### src/rtl/osc_fll_pkg.sv
// Shared types and helpers for the ring-oscillator frequency-locked-loop controller.
package osc_fll_pkg;

  typedef enum logic [2:0] {IDLE, START, MEAS, CALC, UPDATE} fsm_state_e;

  localparam int CODE_W   = 9;
  localparam int CODE_MAX = 287;
  localparam int MSB_UNIT = 32;

  // Thermometer of the msb field: m ones from bit 0, m in 0..8.
  function automatic logic [7:0] code2therm(input logic [3:0] m);
    logic [8:0] t;
    t = (9'd1 << m) - 9'd1;
    return t[7:0];
  endfunction

  function automatic logic [31:0] gray2bin(input logic [31:0] g);
    logic [31:0] b;
    b[31] = g[31];
    for (int i = 30; i >= 0; i--) b[i] = b[i+1] ^ g[i];
    return b;
  endfunction

endpackage

### src/rtl/osc_fll_ctrl_sync.sv
// Two-flop synchroniser for the gray-coded oscillator edge count, then gray->binary.
module osc_cnt_sync
  import osc_fll_pkg::*;
#(
  parameter int CNT_W = 12
) (
  input  logic             ref_clk,
  input  logic             rstb,
  input  logic [CNT_W-1:0] cnt_gray,
  output logic [CNT_W-1:0] cnt_bin
);

  logic [CNT_W-1:0] meta_reg;
  logic [CNT_W-1:0] sync_reg;

  always_ff @(posedge ref_clk or negedge rstb) begin
    if (!rstb) begin
      meta_reg <= '0;
      sync_reg <= '0;
    end else begin
      meta_reg <= cnt_gray;
      sync_reg <= meta_reg;
    end
  end

  assign cnt_bin = CNT_W'(gray2bin(32'(sync_reg)));

endmodule

### src/rtl/osc_fll_ctrl.sv
// FLL controller: measures oscillator edges per ref_clk window and steps per-stage
// varactor codes round-robin toward the target count; also emits LFSR dither words.
module osc_fll_ctrl
  import osc_fll_pkg::*;
#(
  parameter int NSTG      = 5,
  parameter int CNT_W     = 12,
  parameter int WIN_CYC   = 64,
  parameter int INIT_CODE = 144,
  parameter int COARSE_TH = 8,
  parameter int LOCK_TOL  = 1,
  parameter int LOCK_CNT  = 4
) (
  input  logic                   ref_clk,
  input  logic                   rstb,
  input  logic                   en,
  input  logic [CNT_W-1:0]       target_cnt,
  input  logic [CNT_W-1:0]       osc_cnt_gray,
  input  logic                   dither_en,
  output logic                   glob_en,
  output logic [NSTG-1:0][7:0]   delay_con_msb,
  output logic [NSTG-1:0][4:0]   delay_con_lsb,
  output logic [NSTG-1:0][3:0]   con_perb,
  output logic                   locked,
  output logic                   sat,
  output logic [CNT_W-1:0]       meas_cnt
);

  localparam int WIN_W = (WIN_CYC > 2) ? $clog2(WIN_CYC) : 1;
  localparam int PTR_W = (NSTG > 1) ? $clog2(NSTG) : 1;
  localparam int LCK_W = $clog2(LOCK_CNT + 1);
  localparam logic [CODE_W-1:0] INIT_C = CODE_W'(INIT_CODE);

  fsm_state_e                    state_reg;
  logic [CNT_W-1:0]              cnt_bin, cnt0_reg, cnt1_reg, meas_diff;
  logic [WIN_W-1:0]              win_cnt_reg;
  logic signed [CNT_W:0]         err_reg;
  logic [NSTG-1:0][CODE_W-1:0]   code_reg, code_next;
  logic [PTR_W-1:0]              ptr_reg, ptr_next;
  logic [LCK_W-1:0]              lock_cnt_reg;
  logic [15:0]                   lfsr_reg;
  logic [NSTG-1:0][3:0]          perb_next;

  logic [CNT_W:0]                abs_err;
  logic                          go_up, in_lock, found, at_lim;
  logic [CODE_W-1:0]             step, cur;
  logic [PTR_W:0]                idx_ext;
  logic [PTR_W-1:0]              idx, sel;

  osc_cnt_sync #(.CNT_W(CNT_W)) u_sync (
    .ref_clk (ref_clk),
    .rstb    (rstb),
    .cnt_gray(osc_cnt_gray),
    .cnt_bin (cnt_bin)
  );

  assign meas_diff = cnt1_reg - cnt0_reg;

  // Dither nibble i is LFSR bits 4i..4i+3 (wrapping past bit 15), rotated left by i.
  for (genvar gi = 0; gi < NSTG; gi++) begin : g_perb
    for (genvar gk = 0; gk < 4; gk++) begin : g_bit
      assign perb_next[gi][gk] = lfsr_reg[(4*gi + ((gk + 4 - (gi % 4)) % 4)) % 16];
    end
  end

  // Step decision and limit-aware stage search, starting at ptr.
  always_comb begin
    abs_err   = err_reg[CNT_W] ? (~err_reg + 1'b1) : err_reg;
    go_up     = !err_reg[CNT_W];
    in_lock   = abs_err <= (CNT_W+1)'(LOCK_TOL);
    step      = (abs_err > (CNT_W+1)'(COARSE_TH)) ? CODE_W'(MSB_UNIT) : CODE_W'(1);
    found     = 1'b0;
    at_lim    = 1'b0;
    sel       = ptr_reg;
    idx_ext   = '0;
    idx       = '0;
    cur       = '0;
    code_next = code_reg;
    ptr_next  = ptr_reg;
    for (int k = 0; k < NSTG; k++) begin
      idx_ext = {1'b0, ptr_reg} + (PTR_W+1)'(k);
      if (idx_ext >= (PTR_W+1)'(NSTG)) idx_ext = idx_ext - (PTR_W+1)'(NSTG);
      idx    = idx_ext[PTR_W-1:0];
      at_lim = go_up ? (code_reg[idx] == CODE_W'(CODE_MAX)) : (code_reg[idx] == '0);
      if (!found && !at_lim) begin
        found = 1'b1;
        sel   = idx;
      end
    end
    if (en && state_reg == UPDATE && !in_lock && found) begin
      cur = code_reg[sel];
      if (go_up)
        code_next[sel] = (cur > CODE_W'(CODE_MAX) - step) ? CODE_W'(CODE_MAX) : cur + step;
      else
        code_next[sel] = (cur < step) ? '0 : cur - step;
      ptr_next = (sel == PTR_W'(NSTG - 1)) ? '0 : sel + PTR_W'(1);
    end
  end

  always_ff @(posedge ref_clk or negedge rstb) begin
    if (!rstb) begin
      state_reg    <= IDLE;
      glob_en      <= 1'b0;
      locked       <= 1'b0;
      sat          <= 1'b0;
      meas_cnt     <= '0;
      cnt0_reg     <= '0;
      cnt1_reg     <= '0;
      win_cnt_reg  <= '0;
      err_reg      <= '0;
      ptr_reg      <= '0;
      lock_cnt_reg <= '0;
      lfsr_reg     <= 16'hACE1;
      con_perb     <= '0;
      for (int i = 0; i < NSTG; i++) begin
        code_reg[i]      <= INIT_C;
        delay_con_msb[i] <= code2therm(INIT_C[8:5]);
        delay_con_lsb[i] <= INIT_C[4:0];
      end
    end else begin
      for (int i = 0; i < NSTG; i++) begin
        code_reg[i]      <= code_next[i];
        delay_con_msb[i] <= code2therm(code_next[i][8:5]);
        delay_con_lsb[i] <= code_next[i][4:0];
      end
      ptr_reg <= ptr_next;

      if (dither_en) begin
        lfsr_reg <= {lfsr_reg[14:0], lfsr_reg[15] ^ lfsr_reg[13] ^ lfsr_reg[12] ^ lfsr_reg[10]};
        con_perb <= perb_next;
      end else begin
        con_perb <= '0;
      end

      if (!en) begin
        state_reg    <= IDLE;
        glob_en      <= 1'b0;
        locked       <= 1'b0;
        lock_cnt_reg <= '0;
      end else begin
        case (state_reg)
          IDLE: begin
            state_reg <= START;
            glob_en   <= 1'b1;
          end
          START: begin
            cnt0_reg    <= cnt_bin;
            win_cnt_reg <= '0;
            state_reg   <= MEAS;
          end
          MEAS: begin
            win_cnt_reg <= win_cnt_reg + 1'b1;
            if (win_cnt_reg == WIN_W'(WIN_CYC - 2)) begin
              cnt1_reg  <= cnt_bin;
              state_reg <= CALC;
            end
          end
          CALC: begin
            meas_cnt  <= meas_diff;
            err_reg   <= $signed({1'b0, meas_diff}) - $signed({1'b0, target_cnt});
            state_reg <= UPDATE;
          end
          UPDATE: begin
            sat <= !in_lock && !found;
            if (in_lock) begin
              if (lock_cnt_reg < LCK_W'(LOCK_CNT)) lock_cnt_reg <= lock_cnt_reg + 1'b1;
              if (lock_cnt_reg >= LCK_W'(LOCK_CNT - 1)) locked <= 1'b1;
            end else begin
              lock_cnt_reg <= '0;
              locked       <= 1'b0;
            end
            state_reg <= START;
          end
          default: state_reg <= IDLE;
        endcase
      end
    end
  end

endmodule
### config.mk
export PLATFORM = sky130hd
export DESIGN_NAME = osc_fll_ctrl
export DESIGN_NICKNAME = d
export VERILOG_FILES = /design/src/rtl/osc_fll_pkg.sv /design/src/rtl/osc_fll_ctrl_sync.sv /design/src/rtl/osc_fll_ctrl.sv
export SDC_FILE = /design/constraint.sdc
export NUM_CORES = 1
export LEC_CHECK = 0
export ABC_AREA = 1
export CORE_MARGIN = 2
export CORE_UTILIZATION = 57
export DETAILED_ROUTE_END_ITERATION = 8
export PLACE_DENSITY = 0.76
export RECOVER_POWER = 50
export REMOVE_ABC_BUFFERS = 1
export SKIP_LAST_GASP = 1
export SLEW_MARGIN = 20
export SYNTH_ARGS = -nofsm -noshare
export SYNTH_HDL_FRONTEND = slang
export SYNTH_SLANG_ARGS = --single-unit
### constraint.sdc
create_clock -name ref_clk -period 12.6 [get_ports ref_clk]
set_input_delay 3.78 -clock ref_clk [delete_from_list [all_inputs] [get_ports ref_clk]]
set_output_delay 3.78 -clock ref_clk [all_outputs]
set_load 0.05 [all_outputs]
==> run_results.csv, run 1 <==
group,metric,value,unit
run_status,status,"complete, but fails checks",
run_status,violations,"capacitance limit, slew limit",
clocking,clkSinkCount,208,
die,chipHeight,158.7,um
clocking,cts.repair.resized,0,
global_routing,grt_pass1_vias,12200,
placed_design,hpwl,29.66,mm
die,coreArea,0.02347,mm2
synth,synth-edff-count,0,
critical_path,critical_path_class,"in -> async",
clocking,clock_path_buffers,3,
synth,synth_common_cells,"nand2_1, inv_1, nand3_1",
critical_path,cp_top_family,"buffers and inverters",
synth,synthArstFlopShare,1.000,
layout,drive_above_1_share,0.08442,
critical_path,worst-path-max-fanout,83,
clocking,numCtsBuffers,22,
routing,drt-total-wl,40.89,mm
critical_path,cp.required,12.49,ns
synth,yosysTopAreaCell,"dfrtp_1",
min_path,min_path_type,"reg -> reg",
critical_path,critPathMaxStageDelay,3.05,ns
clocking,clkTransAtPathRegs,0.06,ns
routing,routedWlPerCell,17.61,um
sta,fin_skew,0.02246,ns
synth,yosysTopAreaCellShare,0.3117,
routing,dr.pass1.iters,7,
die,die_area,0.02520,mm2
critical_path,reg2reg_depth,39,
placed_design,gp_congestion,1.005,
min_path,whs_endpoint,"u_sync.sync_reg[4]",
critical_path,r2r_end,"delay_con_msb[6]",
critical_path,critPathLaunchType,"primary input",
synth,ys_ff_latch,208,
sta,worst_pin_slew,4.427,ns
min_path,whs_path_depth,0,
routing,vias,13050,
synth,synth_area,0.01365,mm2
synth,yosys_most_used_dff,"dfrtp_1",
critical_path,r2r_slack,3.95,ns
clocking,clk_latency,0.52,ns
clocking,htreeDepth,1,
sta,tns,0,ns
critical_path,critPathBufInv,2,
sta,finalSetupViolCount,0,
sta,finalCritPeriodShare,0.7509,
layout,fin_nets,2070,
layout,area_growth,14.73,%
synth,seq_area_frac_synth,0.3848,
die,ios,128,
global_routing,gr-total-overflow,0,
synth,synthesis.instances,1906,
layout,largest_reg_flops,45,
clocking,cts_setup_buffers,0,
routing,drc,0,
synth,synth_top_cells_by_area,"dfrtp_1, nand2_1, dfstp_2",
routing,vias_per_cell,5.620,
routing,detail_route.iter0.violations,996,
flow_run,maxCapViolCount,2,
sta,slew_viol_final,146,
sta,rsz0062_at_grt,"no",
synth,ys_types,56,
sta,hold_viol,0,
die,die_x,158.7,um
global_routing,grt_max_degree,84,
routing,ant_nets,0,
sta,layout_min_cycle_time,9.461,ns
critical_path,endpoint_kind,"async pin",
sta,relSlewSlack,-1.951,
critical_path,r2r-start,"ptr_reg[0]",
die,start_util,0.5815,
critical_path,crit_path_cell_trace,"clkbuf_1 > clkbuf_1",
critical_path,cp_common_cell,"clkbuf_1",
clocking,clock-root-buffer,"clkbuf_16",
min_path,min_from,"u_sync.meta_reg[4]",
clocking,cts_tree,"built",
critical_path,cp_slowest_cell,"clkbuf_1",
synth,yosysWarnings,0,
sta,fmax,105.7,MHz
synth,synth.most_common_cell,"nand2_1",
critical_path,cp.arrival,9.36,ns
global_routing,grt_use_total,0.3217,
synth,synth.avg_cell_area,7.161,um2
die,rows,56,
global_routing,grt_antenna_before_repair,1,
placed_design,io_buffers,127,
clocking,ctsHoldBuffers,0,
global_routing,grt_first_pass_wirelength,64.96,mm
## cells by family (layout without fill, tap and decap cells)
kind of cell | count (synthesis) | in the layout | share of synthesized area
AOI/OAI and AO/OA | 245 | 245 | 0.1026
xor gates and xnor gates | 43 | 43 | 0.02897
adders and majority gates | 56 | 56 | 0.05298
buffers and inverters | 318 | 414 | 0.1013
DFF | 208 | 208 | 0.3848
other | 0 | 1 | 0
and+or+nand+nor | 1036 | 1036 | 0.3294
## worst max-delay path by stage
stage | cells past startpoint | from | to | slack [ns]
floorplan | 43 | ptr_reg[0] | delay_con_msb[6] | 6.01
global placement | 41 | ptr_reg[0] | delay_con_msb[6] | 4.82
detailed placement | 39 | ptr_reg[0] | delay_con_msb[6] | 4.44
CTS | 39 | ptr_reg[0] | delay_con_msb[6] | 4.35
global route | 2 | rstb | code_reg[12] | 1.83
finish | 2 | rstb | code_reg[12] | 3.14
## layer usage
layer / routed length [um] / vias to the layer above / global-route usage
li1: - / 6246 / -
met2: 19040 / 547 / 0.5320
met5: 0 / - / 0
met1: 16080 / 6120 / 0.4049
met4: 2145 / 0 / 0.1526
met3: 3633 / 137 / 0.06609
## metrics by stage
| stage | hold WS, ns | std cells | cell area, um2 | util | setup slack (ns) |
|---|---|---|---|---|---|
| 6_report | 0.3460 | 2322 | 15660 | 0.6672 | 3.139 |
| 5_1_grt | 0.3542 | 2321 | 15660 | 0.6671 | 1.829 |
| 4_1_cts | 0.3479 | 2321 | 15680 | 0.6678 | 4.350 |
| 3_5_place_dp | 0.3355 | 2281 | 14900 | 0.6347 | 4.443 |
| 3_3_place_gp | 0.3312 | 2281 | 14900 | 0.6347 | 4.815 |
| 2_1_floorplan | 0.3312 | 1827 | 13160 | - | 6.014 |
## placed cells by master (no fill, tap or decap), types with 10 or more instances in the layout
| cell | instances |
|---|---|
| a21oi_1 | 46 |
| o211ai_1 | 13 |
| inv_2 | 17 |
| clkdlybuf4s50_1 | 112 |
| dfrtp_1 | 170 |
| ha_1 | 53 |
| clkbuf_1 | 10 |
| nand4_1 | 29 |
| nand2_1 | 590 |
| xnor2_1 | 13 |
| nor2_1 | 136 |
| nand3_1 | 198 |
| clkbuf_16 | 22 |
| nand2_2 | 26 |
| inv_1 | 219 |
| xor2_1 | 29 |
| dfstp_2 | 38 |
| o21ai_1 | 16 |
| nor3_1 | 12 |
| o21ai_0 | 127 |
| dlygate4sd3_1 | 14 |
## area by class of cell
type,instances,area [um2]
sequential,208,5253
inverter,239,897.1
fill,2054,7812
tap,319,399.1
clock buffer,31,604.3
multi-input combinational,1380,7014
timing repair buffer,135,1318
antenna,1,2.502
clock inverter,9,172.7
Power of run 1 is not shown: default switching activity piles up to over one toggle a cycle in this logic, so the estimate is an artifact.
==> inputs of run 2 (changes only) <==
==> constraint.sdc (replaced) <==
create_clock -name ref_clk -period 9.6 [get_ports ref_clk]
set_input_delay 2.88 -clock ref_clk [delete_from_list [all_inputs] [get_ports ref_clk]]
set_output_delay 2.88 -clock ref_clk [all_outputs]
set_load 0.05 [all_outputs]
==> run 2 against run 1 <==
Against the previous run: the flow still finishes with violations (capacitance limit, slew limit); setup slack worse by 1.7 ns; flip-flop and latch count stayed put; clock-buffer cell count is 4 lower; first-iteration DRC count is 2.8% higher; final cell count stayed put; sequential share of layout area stayed put; critical path depth is 37 higher.
==> run_results.csv, run 2 (same netlist as run 1, synthesis figures left out) <==
group,metric,value,unit
run_status,status,"complete, but fails checks",
run_status,violations,"capacitance limit, slew limit",
global_routing,grt_pass1_vias,12360,
layout,final_cell_mix,"nand2_1, inv_1, nand3_1, dfrtp_1, nor2_1",
global_routing,grt_max_degree,80,
layout,area_growth,14.73,%
global_routing,use_met1,0.4215,
routing,dr.pass1.iters,9,
routing,drc,0,
clocking,numCtsBuffers,22,
sta,slew_viol_final,213,
flow_run,maxCapViolCount,3,
clocking,cts_setup_buffers,0,
clocking,clkSinkCount,208,
critical_path,worst-path-max-fanout,21,
global_routing,grt_use_total,0.3267,
clocking,clock_path_buffers,3,
critical_path,endpoint_kind,"flip-flop",
routing,vias_per_cell,5.635,
die,coreArea,0.02347,mm2
critical_path,r2r_slack,1.49,ns
critical_path,critPathLaunchType,"flip-flop",
routing,detail_route.iter0.violations,1024,
sta,rsz0062_at_grt,"no",
sta,finalCritPeriodShare,0.8450,
critical_path,r2r-start,"ptr_reg[0]",
clocking,cts_tree,"built",
clocking,cts.repair.resized,0,
routing,ant_nets,0,
sta,relSlewSlack,-1.148,
global_routing,grt_first_pass_wirelength,65.81,mm
sta,layout_min_cycle_time,8.112,ns
placed_design,hpwl,29.90,mm
sta,finalSetupViolCount,0,
global_routing,grtUsageMet2,0.5357,
min_path,whs_path_depth,0,
die,die_area,0.02520,mm2
critical_path,critPathMaxStageDelay,0.71,ns
routing,routedWlPerCell,17.74,um
critical_path,cp.required,10.01,ns
die,chipHeight,158.7,um
critical_path,cp.arrival,8.53,ns
layout,diodes,0,
global_routing,grt_most_used_layer,"met2",
sta,tns,0,ns
clocking,clkTransAtPathRegs,0.07,ns
placed_design,gp_congestion,1.032,
routing,drt-total-wl,41.19,mm
layout,fin_nets,2071,
global_routing,grt_antenna_before_repair,0,
critical_path,reg2reg_depth,39,
layout,final_core_util,0.6672,
clocking,clk_latency,0.53,ns
critical_path,r2r_end,"delay_con_msb[22]",
die,ios,128,
sta,fmax,123.3,MHz
routing,vias,13090,
placed_design,io_buffers,127,
sta,worst_pin_slew,3.222,ns
min_path,min_from,"u_sync.meta_reg[11]",
die,die_x,158.7,um
min_path,whs_endpoint,"u_sync.sync_reg[11]",
layout,n_fill_cell,2087,
die,rows,56,
clocking,clock-root-buffer,"clkbuf_16",
clocking,ctsHoldBuffers,0,
min_path,min_path_type,"reg -> reg",
layout,final_common_cell,"nand2_1",
critical_path,cp_common_cell,"nand2_1",
global_routing,gr-total-overflow,0,
critical_path,critical_path_class,"reg -> reg",
die,start_util,0.5815,
sta,fin_skew,0.02949,ns
layout,largest_reg_flops,45,
global_routing,grt_use_met3,0.04781,
critical_path,cp_slowest_cell,"a2111oi_0",
clocking,htreeDepth,1,
sta,hold_viol,0,
layout,drive_above_1_share,0.08887,
-- run 2: worst max-delay path, delay by kind of cell, from the launching register on --
| kind | cells | cell delay, ns |
|---|---|---|
| and+or+nand+nor | 28 | 4.79 |
| AOI/OAI and AO/OA | 4 | 1.05 |
| adders and majority gates | 3 | 0.95 |
| DFF | 1 | 0.69 |
| buffers and inverters | 4 | 0.48 |
-- run 2: worst max path at each step --
stage | to | cells after the start | slack [ns] | from
final | delay_con_msb[22] | 39 | 1.49 | ptr_reg[0]
after global routing | delay_con_msb[22] | 43 | 0.52 | ptr_reg[0]
after CTS | delay_con_msb[22] | 39 | 1.55 | ptr_reg[0]
after detailed placement | delay_con_msb[22] | 39 | 1.58 | ptr_reg[0]
after global placement | delay_con_msb[6] | 41 | 1.94 | ptr_reg[0]
after floorplan | delay_con_msb[6] | 43 | 3.01 | ptr_reg[0]
-- run 2: final cells by class --
| class | instances | area, um2 | share of cell area |
|---|---|---|---|
| clock buffer | 27 | 609.3 | 0.03891 |
| clock inverter | 13 | 163.9 | 0.01047 |
| inverter | 239 | 897.1 | 0.05729 |
| multi-input combinational | 1380 | 7014 | 0.4479 |
| sequential | 208 | 5253 | 0.3354 |
| tap | 319 | 399.1 | 0.02549 |
| timing repair buffer | 136 | 1324 | 0.08453 |
-- run 2: routing by layer --
| metal | part of all wire | vias to the layer above |
|---|---|---|
| li1 | - | 6249 |
| met1 | 0.39 | 6154 |
| met2 | 0.46 | 537 |
| met3 | 0.085 | 145 |
| met4 | 0.060 | 0 |
| met5 | 0 | - |
-- run 2: stage by stage --
stage | setup WS, ns | instances | area (um2) | hold WS [ns]
3_3_place_gp | 1.940 | 2282 | 14910 | 0.3312
4_1_cts | 1.553 | 2322 | 15680 | 0.3332
3_5_place_dp | 1.575 | 2282 | 14910 | 0.3357
6_report | 1.488 | 2322 | 15660 | 0.3375
2_1_floorplan | 3.014 | 1827 | 13160 | 0.3312
5_1_grt | 0.5186 | 2322 | 15660 | 0.3266
Power of run 2 is left out for the same reason.
